## config.mk

```make
export PLATFORM = sky130hd
export DESIGN_NAME = sme_param
export DESIGN_NICKNAME = d
export VERILOG_FILES = /design/src/rtl/sme_param.sv
export SDC_FILE = /design/constraint.sdc
export NUM_CORES = 1
export LEC_CHECK = 0
export CORE_MARGIN = 8
export CORE_UTILIZATION = 35
export CTS_CLUSTER_DIAMETER = 50
export CTS_CLUSTER_SIZE = 25
export DETAILED_ROUTE_END_ITERATION = 7
export PLACE_DENSITY = 0.58
export SLEW_MARGIN = 15
export SYNTH_ARGS = -nofsm -noshare
export SYNTH_HDL_FRONTEND = slang
export SYNTH_SLANG_ARGS = --single-unit
```

## constraint.sdc

```tcl
create_clock -name clk -period 11.6 [get_ports clk]
set_clock_uncertainty 0.1 [all_clocks]
set_input_delay 2.32 -clock clk [delete_from_list [all_inputs] [get_ports clk]]
set_output_delay 2.32 -clock clk [all_outputs]
set_load 0.02 [all_outputs]
```

## src/rtl/sme_param.sv

```systemverilog
// sme_param: string-match engine with '^', '$', '.' and a single '*'; one token compare per scan cycle.
module sme_param #(
  parameter int CHAR_W    = 8,
  parameter int STR_MAX   = 32,
  parameter int PAT_MAX   = 8,
  parameter int CASE_FOLD = 0
) (
  input  logic                       clk,
  input  logic                       reset,
  input  logic [CHAR_W-1:0]          chardata,
  input  logic                       isstring,
  input  logic                       ispattern,
  output logic                       busy,
  output logic                       valid,
  output logic                       match,
  output logic [$clog2(STR_MAX)-1:0] match_index
);
  localparam int IW = $clog2(STR_MAX);
  localparam int LW = IW + 1;
  localparam int KW = $clog2(PAT_MAX + 1);
  localparam int PW = $clog2(PAT_MAX);
  localparam logic [CHAR_W-1:0] SP    = CHAR_W'(8'h20);
  localparam logic [CHAR_W-1:0] CARET = CHAR_W'(8'h5E);
  localparam logic [CHAR_W-1:0] DOL   = CHAR_W'(8'h24);
  localparam logic [CHAR_W-1:0] DOT   = CHAR_W'(8'h2E);
  localparam logic [CHAR_W-1:0] STAR  = CHAR_W'(8'h2A);

  typedef enum logic [2:0] {IDLE, LOAD_STR, LOAD_PAT, SCAN, DONE} state_t;
  state_t state, state_n;

  logic [CHAR_W-1:0] str [STR_MAX];
  logic [CHAR_W-1:0] pat [PAT_MAX];
  logic [LW-1:0] len, s, p, t;
  logic [KW-1:0] plen, k, k2;
  logic [1:0] stars;
  logic phase;

  function automatic logic [CHAR_W-1:0] fold(input logic [CHAR_W-1:0] c);
    return (CASE_FOLD != 0 && c >= CHAR_W'(65) && c <= CHAR_W'(90)) ? c + CHAR_W'(32) : c;
  endfunction

  logic [CHAR_W-1:0] tok, pc;
  logic [IW-1:0] pm1;
  logic in_rng, is_car, is_dol, is_dot, is_star, tok_ok, at_end, fail, scan_done, found, star_in;

  assign tok     = pat[k[PW-1:0]];
  assign pc      = str[p[IW-1:0]];
  assign pm1     = p[IW-1:0] - IW'(1);
  assign in_rng  = p < len;
  assign is_car  = tok == CARET;
  assign is_dol  = tok == DOL;
  assign is_dot  = tok == DOT;
  assign is_star = tok == STAR;
  // Anchors look at neighbours without consuming; anything at or past len is the end sentinel.
  assign tok_ok  = is_car ? (p == '0 || str[pm1] == SP) :
                   is_dol ? (!in_rng || pc == SP) :
                   is_dot ? in_rng : (in_rng && fold(pc) == fold(tok));
  assign at_end    = k == plen;
  assign fail      = !is_star && !tok_ok;
  assign found     = !stars[1] && at_end;
  assign scan_done = stars[1] || at_end || (fail && (phase ? t == len : s == len));
  assign star_in   = chardata == STAR;
  assign busy      = state == SCAN || state == DONE;
  assign valid     = state == DONE;

  always_comb begin
    state_n = state;
    unique case (state)
      IDLE:     state_n = ispattern ? LOAD_PAT : isstring ? LOAD_STR : IDLE;
      LOAD_STR: state_n = ispattern ? LOAD_PAT : LOAD_STR;
      LOAD_PAT: state_n = ispattern ? LOAD_PAT : SCAN;
      SCAN:     state_n = scan_done ? DONE : SCAN;
      default:  state_n = IDLE;
    endcase
  end

  always_ff @(posedge clk or posedge reset) begin
    if (reset) begin
      state       <= IDLE;
      len         <= '0;
      plen        <= '0;
      stars       <= '0;
      s           <= '0;
      p           <= '0;
      t           <= '0;
      k           <= '0;
      k2          <= '0;
      phase       <= 1'b0;
      match       <= 1'b0;
      match_index <= '0;
      for (int i = 0; i < STR_MAX; i++) str[i] <= SP;
      for (int i = 0; i < PAT_MAX; i++) pat[i] <= SP;
    end else begin
      state <= state_n;
      if ((state == IDLE || state == LOAD_STR) && ispattern) begin
        pat[0] <= chardata;
        plen   <= KW'(1);
        stars  <= {1'b0, star_in};
      end else if (state == IDLE && isstring) begin
        str[0] <= chardata;
        len    <= LW'(1);
      end else if (state == LOAD_STR && isstring && len < LW'(STR_MAX)) begin
        str[len[IW-1:0]] <= chardata;
        len              <= len + LW'(1);
      end else if (state == LOAD_PAT) begin
        if (ispattern && plen < KW'(PAT_MAX)) begin
          pat[plen[PW-1:0]] <= chardata;
          plen              <= plen + KW'(1);
          stars             <= stars + {1'b0, star_in && !stars[1]};
        end else if (!ispattern) begin
          s     <= '0;
          p     <= '0;
          k     <= '0;
          phase <= 1'b0;
        end
      end else if (state == SCAN) begin
        if (scan_done) begin
          match       <= found;
          match_index <= found ? s[IW-1:0] : '0;
        end else if (is_star) begin
          phase <= 1'b1;
          k     <= k + KW'(1);
          k2    <= k + KW'(1);
          t     <= p;
        end else if (tok_ok) begin
          k <= k + KW'(1);
          p <= p + LW'(!(is_car || is_dol));
        end else if (phase) begin
          t <= t + LW'(1);
          p <= t + LW'(1);
          k <= k2;
        end else begin
          s <= s + LW'(1);
          p <= s + LW'(1);
          k <= '0;
        end
      end
    end
  end
endmodule

```

After elaboration in Yosys (flattened, before gate mapping)

Index checks and enable logic that the tools add are counted.

Output and inout port bits: 8
Register bits: 368
Bits of input ports: 12
Word-level logic and storage cells: 223

Equal/unequal tests: 24
$add $sub $neg: 8
Reductions and logical operators: 43
Bitwise operators: 10
Magnitude comparators: 10
Muxes and demuxes: 76

Operators by type and width:

| operator                                       | number |
|---|---|
| bitwise mux 256 bit                            | 1 |
| 2-to-1 mux 256 bit                             | 1 |
| 2-to-1 mux 64 bit                              | 4 |
| 2-to-1 mux 6 bit                               | 19 |
| binary-select mux 8 bit (select 5 bit)         | 2 |
| 2-to-1 mux 8 bit                               | 10 |
| bitwise mux 64 bit                             | 1 |
| 2-to-1 mux 4 bit                               | 13 |
| == test 8 x 6 -> 1 bit (second input constant) | 6 |
| demux 8 bit (select 5 bit)                     | 1 |
| binary-select mux 8 bit (select 3 bit)         | 1 |
| demux 8 bit (select 3 bit)                     | 1 |
| AND reduction 8 bit                            | 3 |
| adder 6 x 1 -> 6 bit (second input constant)   | 3 |
| >= comparator 6 bit (second input constant)    | 3 |
| inverter 5 -> 6 bit                            | 3 |
| 2-to-1 mux 2 bit                               | 7 |
| AND reduction 7 bit                            | 2 |
| == test 6 bit                                  | 2 |
| logical AND 1 bit                              | 12 |
| 2-to-1 mux 1 bit                               | 12 |
| case mux 3 bit (4 select lines)                | 1 |
| nonzero test 2 bit                             | 6 |
| != test 2 bit (second input constant)          | 5 |
| 31 further kinds                               | 52 |

Depth between registers and ports, before layout

Depth in word-level cells: 16
Gate-level depth with buffers: 19
Gate-level depth less buffers: 13

Worst setup path after synthesis

OpenSTA, ideal clock, no wires.

Path kind: input port to flip-flop
Start point: in ispattern
End point: reg str[248] in the netlist's numbering
Arrival time: 4.339 ns
Required time: 11.375 ns
Cell stages on the path: 8
Setup slack: 7.036 ns
Buffers on the path: 2
Setup time: 0.125 ns
Cell sequence: nor2_1 nand3b_1 nor3b_1 and2_1 clkbuf_1 a21o_1 clkbuf_1 mux2_2

Cells in the longest elaborated chain, start to end: 3

RTL lines:

| element                              | line | text |
|---|---|---|
| start: declaration                   | 12   | `input logic ispattern,` |
| logical AND 1 bit                    | 95   | `if ((state == IDLE \|\| state == LOAD_STR) && ispattern) begin` |
| inverter 1 bit (no source line)      | -    |  |
| AND reduction 2 bit (no source line) | -    |  |
| end signal: indexed assignment       | 103  | `str[len[IW-1:0]] <= chardata;` |
| end: declaration                     | 31   | `logic [CHAR_W-1:0] str [STR_MAX];` |

Every way passes these cells.
A chain may end at the register's enable or synchronous reset.

Final worst setup path

Start point: reg p[0]
End point: reg s[4]

Cells in the longest elaborated chain, start to end: 15
Elaborated cells on any way between the ends: 28

RTL lines:

| element                                                           | line | text |
|---|---|---|
| start: declaration                                                | 33   | `logic [LW-1:0] len, s, p, t;` |
| start signal: assignment                                          | 127  | `p <= p + LW'(!(is_car \|\| is_dol));` |
| start signal: assignment                                          | 130  | `p <= t + LW'(1);` |
| start signal: assignment                                          | 134  | `p <= s + LW'(1);` |
| branches (longest 8 deep; another with subtractor 5 x 1 -> 5 bit) | -    |  |
| 2-to-1 mux 1 bit *                                                | 55   | `assign tok_ok = is_car ? (p == '0 \|\| str[pm1] == SP) :` |
| logical NOT 1 bit                                                 | 59   | `assign fail = !is_star && !tok_ok;` |
| logical AND 1 bit                                                 | 59   |  |
| logical AND 1 bit                                                 | 61   | `assign scan_done = stars[1] \|\| at_end \|\| (fail && (phase ? t == len : s == len));` |
| logical OR 1 bit                                                  | 61   |  |
| != test 2 x 1 -> 1 bit (no source line)                           | -    |  |
| AND reduction 10 bit (no source line) *                           | -    |  |
| end signal: assignment                                            | 133  | `s <= s + LW'(1);` |
| end: declaration                                                  | 33   |  |

Every way passes the cells marked *. The select of a mux whose other input is x is not followed.

==> flow_metrics.py <==
metrics = {
    "outcome": {
        "run_status": "finished clean",
    },
    "logic_synthesis": {
        "synth_area_mm2": 0.0190,
        "average_cell_area_after_synthesis_um2": 12.8,
        "instance_count_of_the_mapped_netlist": 1485,
        "synth_top_flop_cell": "sky130_fd_sc_hd__dfrtp_1",
        "ys_ff_latch": 368,
        "yosys-top-cells-count": "sky130_fd_sc_hd__dfrtp_1 (328), sky130_fd_sc_hd__mux2_2 (321), sky130_fd_sc_hd__nand2_1 (90)",
        "synth_cell_types": 73,
        "fraction_of_registers_with_async_set_or_reset_after_synthesis": 1.00,
        "synthesis.nets": 1514,
        "yosysSeqAreaShare": 0.487,
        "netlist.area_leader.share": 0.432,
        "yosysMostFrequentCell": "sky130_fd_sc_hd__dfrtp_1",
        "yosys_warnings": 0,
        "synth-edff-count": 0,
        "synth_area_leader": "sky130_fd_sc_hd__dfrtp_1",
        "synthTopCellsByArea": "sky130_fd_sc_hd__dfrtp_1 (43%), sky130_fd_sc_hd__mux2_2 (19%), sky130_fd_sc_hd__mux4_2 (7.6%), sky130_fd_sc_hd__dfstp_2 (5.5%), sky130_fd_sc_hd__mux2i_1 (2.7%)",
    },
    "final_layout": {
        "antenna_cells_inserted": 0,
        "final-seq-area_mm2": 0.00926,
        "finish.utilization": 0.392,
        "area_growth_pct": 10.9,
        "num-nets-final": 1499,
        "drive_gt1_frac": 0.363,
        "multi_input_combinational_cell_area_mm2": 0.00922,
        "final_cell_area_mm2": 0.0211,
        "layout.filler_cells": 4961,
    },
    "routing": {
        "drt_pre_antenna_iters": 5,
        "met3_wire_length_mm": 2.40,
        "wl_met2_mm": 23.9,
        "wirelength_met1_mm": 23.3,
        "totalWireLength_mm": 51.0,
        "drcViolationCount": 0,
        "route.detailed.wl_per_inst_um": 23.3,
        "drt_first_iter_violations": 1051,
        "routed.top_layer": "met4",
        "routed_antenna_nets": 0,
        "drt-vias-per-instance": 5.76,
        "routed-via-count": 12700,
    },
    "power_and_ir_drop": {
        "clkPwrFrac": 0.283,
        "power.combinational.fraction": 0.332,
        "internal_power_mw": 2.87,
        "switching_power_mw": 1.64,
        "switching_share": 0.364,
        "sequentialPowerShare": 0.385,
        "power_leakage_nw": 9.27,
        "pwr_density_cell_mw_per_mm2": 214,
        "irDropWorstVdd_uv": 119,
    },
    "timing": {
        "worst_slew_margin_rel": 0.212,
        "report.final.setup_viol": 0,
        "fin_crit_sh": 0.475,
        "fin_hold_ws_ns": 0.377,
        "fin_tns_setup_ns": 0,
        "worst_tran_pin_value_ns": 1.18,
        "report.final.slew_viol_count": 0,
        "grt_setup_unrepaired": "false",
        "finalHoldViolations": 0,
        "max_freq_mhz": 181,
        "post-route-min-period_ns": 5.51,
    },
    "hold_path": {
        "holdCritPathClass": "reg2reg",
    },
    "global_route": {
        "grtUsageTotal": 0.162,
        "vias_in_the_first_global_route": 13100,
        "grt_antenna_before_repair": 0,
        "global_route_wire_length_before_repair_mm": 80.8,
        "global_route.overflow_total": 0,
        "grt_max_degree": 173,
    },
    "clock_tree": {
        "insertion_delay_ns": 0.55,
        "clock_tree.htree_level_count": 2,
        "clock_tree.root_cell": "sky130_fd_sc_hd__clkbuf_16",
        "clockBufferDepth": 3,
        "post_cts_sizing": 0,
        "cts_tree": "yes",
        "clock_sink_count": 368,
        "cts_inserted_buffers": 38,
        "post_cts_hold_buffer_count": 0,
        "cts_setup_buffers": 0,
        "clkSlewWorstSetupHoldPaths_ns": 0.07,
    },
    "floorplanning": {
        "fp.dieH_um": 249,
        "io_pins": 20,
        "row_count": 85,
        "fp.dieW_um": 249,
        "fp.dieArea_mm2": 0.0620,
        "initial_utilization": 0.354,
        "core_area_mm2": 0.0537,
    },
    "critical_path": {
        "timing.critical_path.to_type": "register",
        "start_kind": "register",
        "timing.critical_path.arrival_ns": 5.82,
        "timing.setup.critical_path_class": "reg2reg",
        "crit_path_max_fanout": 67,
        "worstPathRequired_ns": 11.91,
    },
    "job": {
        "cap_violations": 0,
    },
    "placement": {
        "post-dp-hpwl_mm": 33.1,
        "dpl-instance-area_mm2": 0.0198,
        "buffer_ports.inserted": 19,
        "gp_congestion": 0.874,
    },
}
-- routing by layer --
layer / global-route usage / vias up
li1: - / 5555
met1: 0.224 / 6678
met2: 0.261 / 333
met3: 0.0198 / 85
met4: 0.0547 / 0
met5: 0 / -
-- metrics by stage --
step                total power, mW  instances  worst slack [ns]
detailed placement             3.25       2126              5.63
finish                         4.51       2195              6.09
CTS                            4.54       2195              6.02
global route                   4.74       2195              5.76
global placement               3.22       2126              5.70
floorplan                      2.83       1485              4.27
-- critical path, cell delays in order, from the launching register on --
cell                        delay, ns
sky130_fd_sc_hd__dfrtp_4         0.86
sky130_fd_sc_hd__buf_4           0.86
sky130_fd_sc_hd__mux4_2          0.61
sky130_fd_sc_hd__a22o_1          0.26
sky130_fd_sc_hd__a2111oi_0       0.52
sky130_fd_sc_hd__a21oi_1         0.23
sky130_fd_sc_hd__xor2_1          0.19
sky130_fd_sc_hd__nand4_1         0.16
sky130_fd_sc_hd__nor4b_4         0.30
sky130_fd_sc_hd__o21ai_2         0.09
sky130_fd_sc_hd__buf_4           0.21
sky130_fd_sc_hd__a31o_2          0.36
sky130_fd_sc_hd__nand3b_4        0.21
sky130_fd_sc_hd__mux2_1          0.32
-- cells in the final DEF, fill, tap and decap left out, types with 10 or more instances in the layout --
cell / count
sky130_fd_sc_hd__buf_4: 23
sky130_fd_sc_hd__inv_1: 19
sky130_fd_sc_hd__nor4_1: 29
sky130_fd_sc_hd__a21oi_1: 41
sky130_fd_sc_hd__nand3b_1: 12
sky130_fd_sc_hd__clkbuf_16: 39
sky130_fd_sc_hd__mux4_2: 64
sky130_fd_sc_hd__nand3_1: 31
sky130_fd_sc_hd__xor2_1: 16
sky130_fd_sc_hd__ha_1: 17
sky130_fd_sc_hd__a22o_1: 14
sky130_fd_sc_hd__xnor2_1: 20
sky130_fd_sc_hd__dfstp_2: 40
sky130_fd_sc_hd__a22oi_1: 16
sky130_fd_sc_hd__clkdlybuf4s50_1: 11
sky130_fd_sc_hd__nor4b_1: 27
sky130_fd_sc_hd__mux2i_1: 52
sky130_fd_sc_hd__nor2_1: 49
sky130_fd_sc_hd__nand2_1: 90
sky130_fd_sc_hd__o22ai_1: 10
sky130_fd_sc_hd__o21ai_0: 20
sky130_fd_sc_hd__mux2_2: 321
sky130_fd_sc_hd__nor3_1: 27
sky130_fd_sc_hd__dfrtp_1: 326
-- flip-flops by register name (all words and copies together) (netlist names), 5 cells and up --
register     cells
len              6
match_index      5
p                6
pat             64
s                6
str            256
t                6
-- cells by family after synthesis --
kind of cell / after synthesis / share of synthesized area
simple gates: 331 / 0.0976
compound gates: 174 / 0.0637
fa+ha+maj: 17 / 0.0112
buf+inv: 118 / 0.0275
flops: 368 / 0.487
mux: 441 / 0.296
xor+xnor: 36 / 0.0166
-- area by class of cell --
cell class	instances	area share
clock buffers	43	0.0480
flip-flops and latches	368	0.440
inverters	20	0.00374
multi-input cells	999	0.438
clock inverters	26	0.0135
repair buffers	43	0.0163
well taps	696	0.0413
-- path summary, 6_finish.rpt --
path / to / depth (start not counted) / slack [ns] / startpoint
setup / recovery: s[4] / 13 / 6.09 / p[0]
max in group asynchronous: str[178] / 4 / 7.37 / reset
hold / removal: k2[1] / 2 / 0.38 / k2[1]
hold reg to reg: k2[1] / 2 / 0.38 / k2[1]
setup reg to reg: s[4] / 13 / 6.09 / p[0]
min in group asynchronous: str[65] / 2 / 2.04 / reset
-- power by group through the flow --
stage	Combinational, mW	Sequential, mW	Clock (mW)
2_1_floorplan	1.20	1.63	0
5_1_grt	1.62	1.76	1.36
3_3_place_gp	1.47	1.75	0
6_report	1.50	1.74	1.28
4_1_cts	1.50	1.73	1.31
3_5_place_dp	1.50	1.76	0
Power figures use the tool's default switching activity.
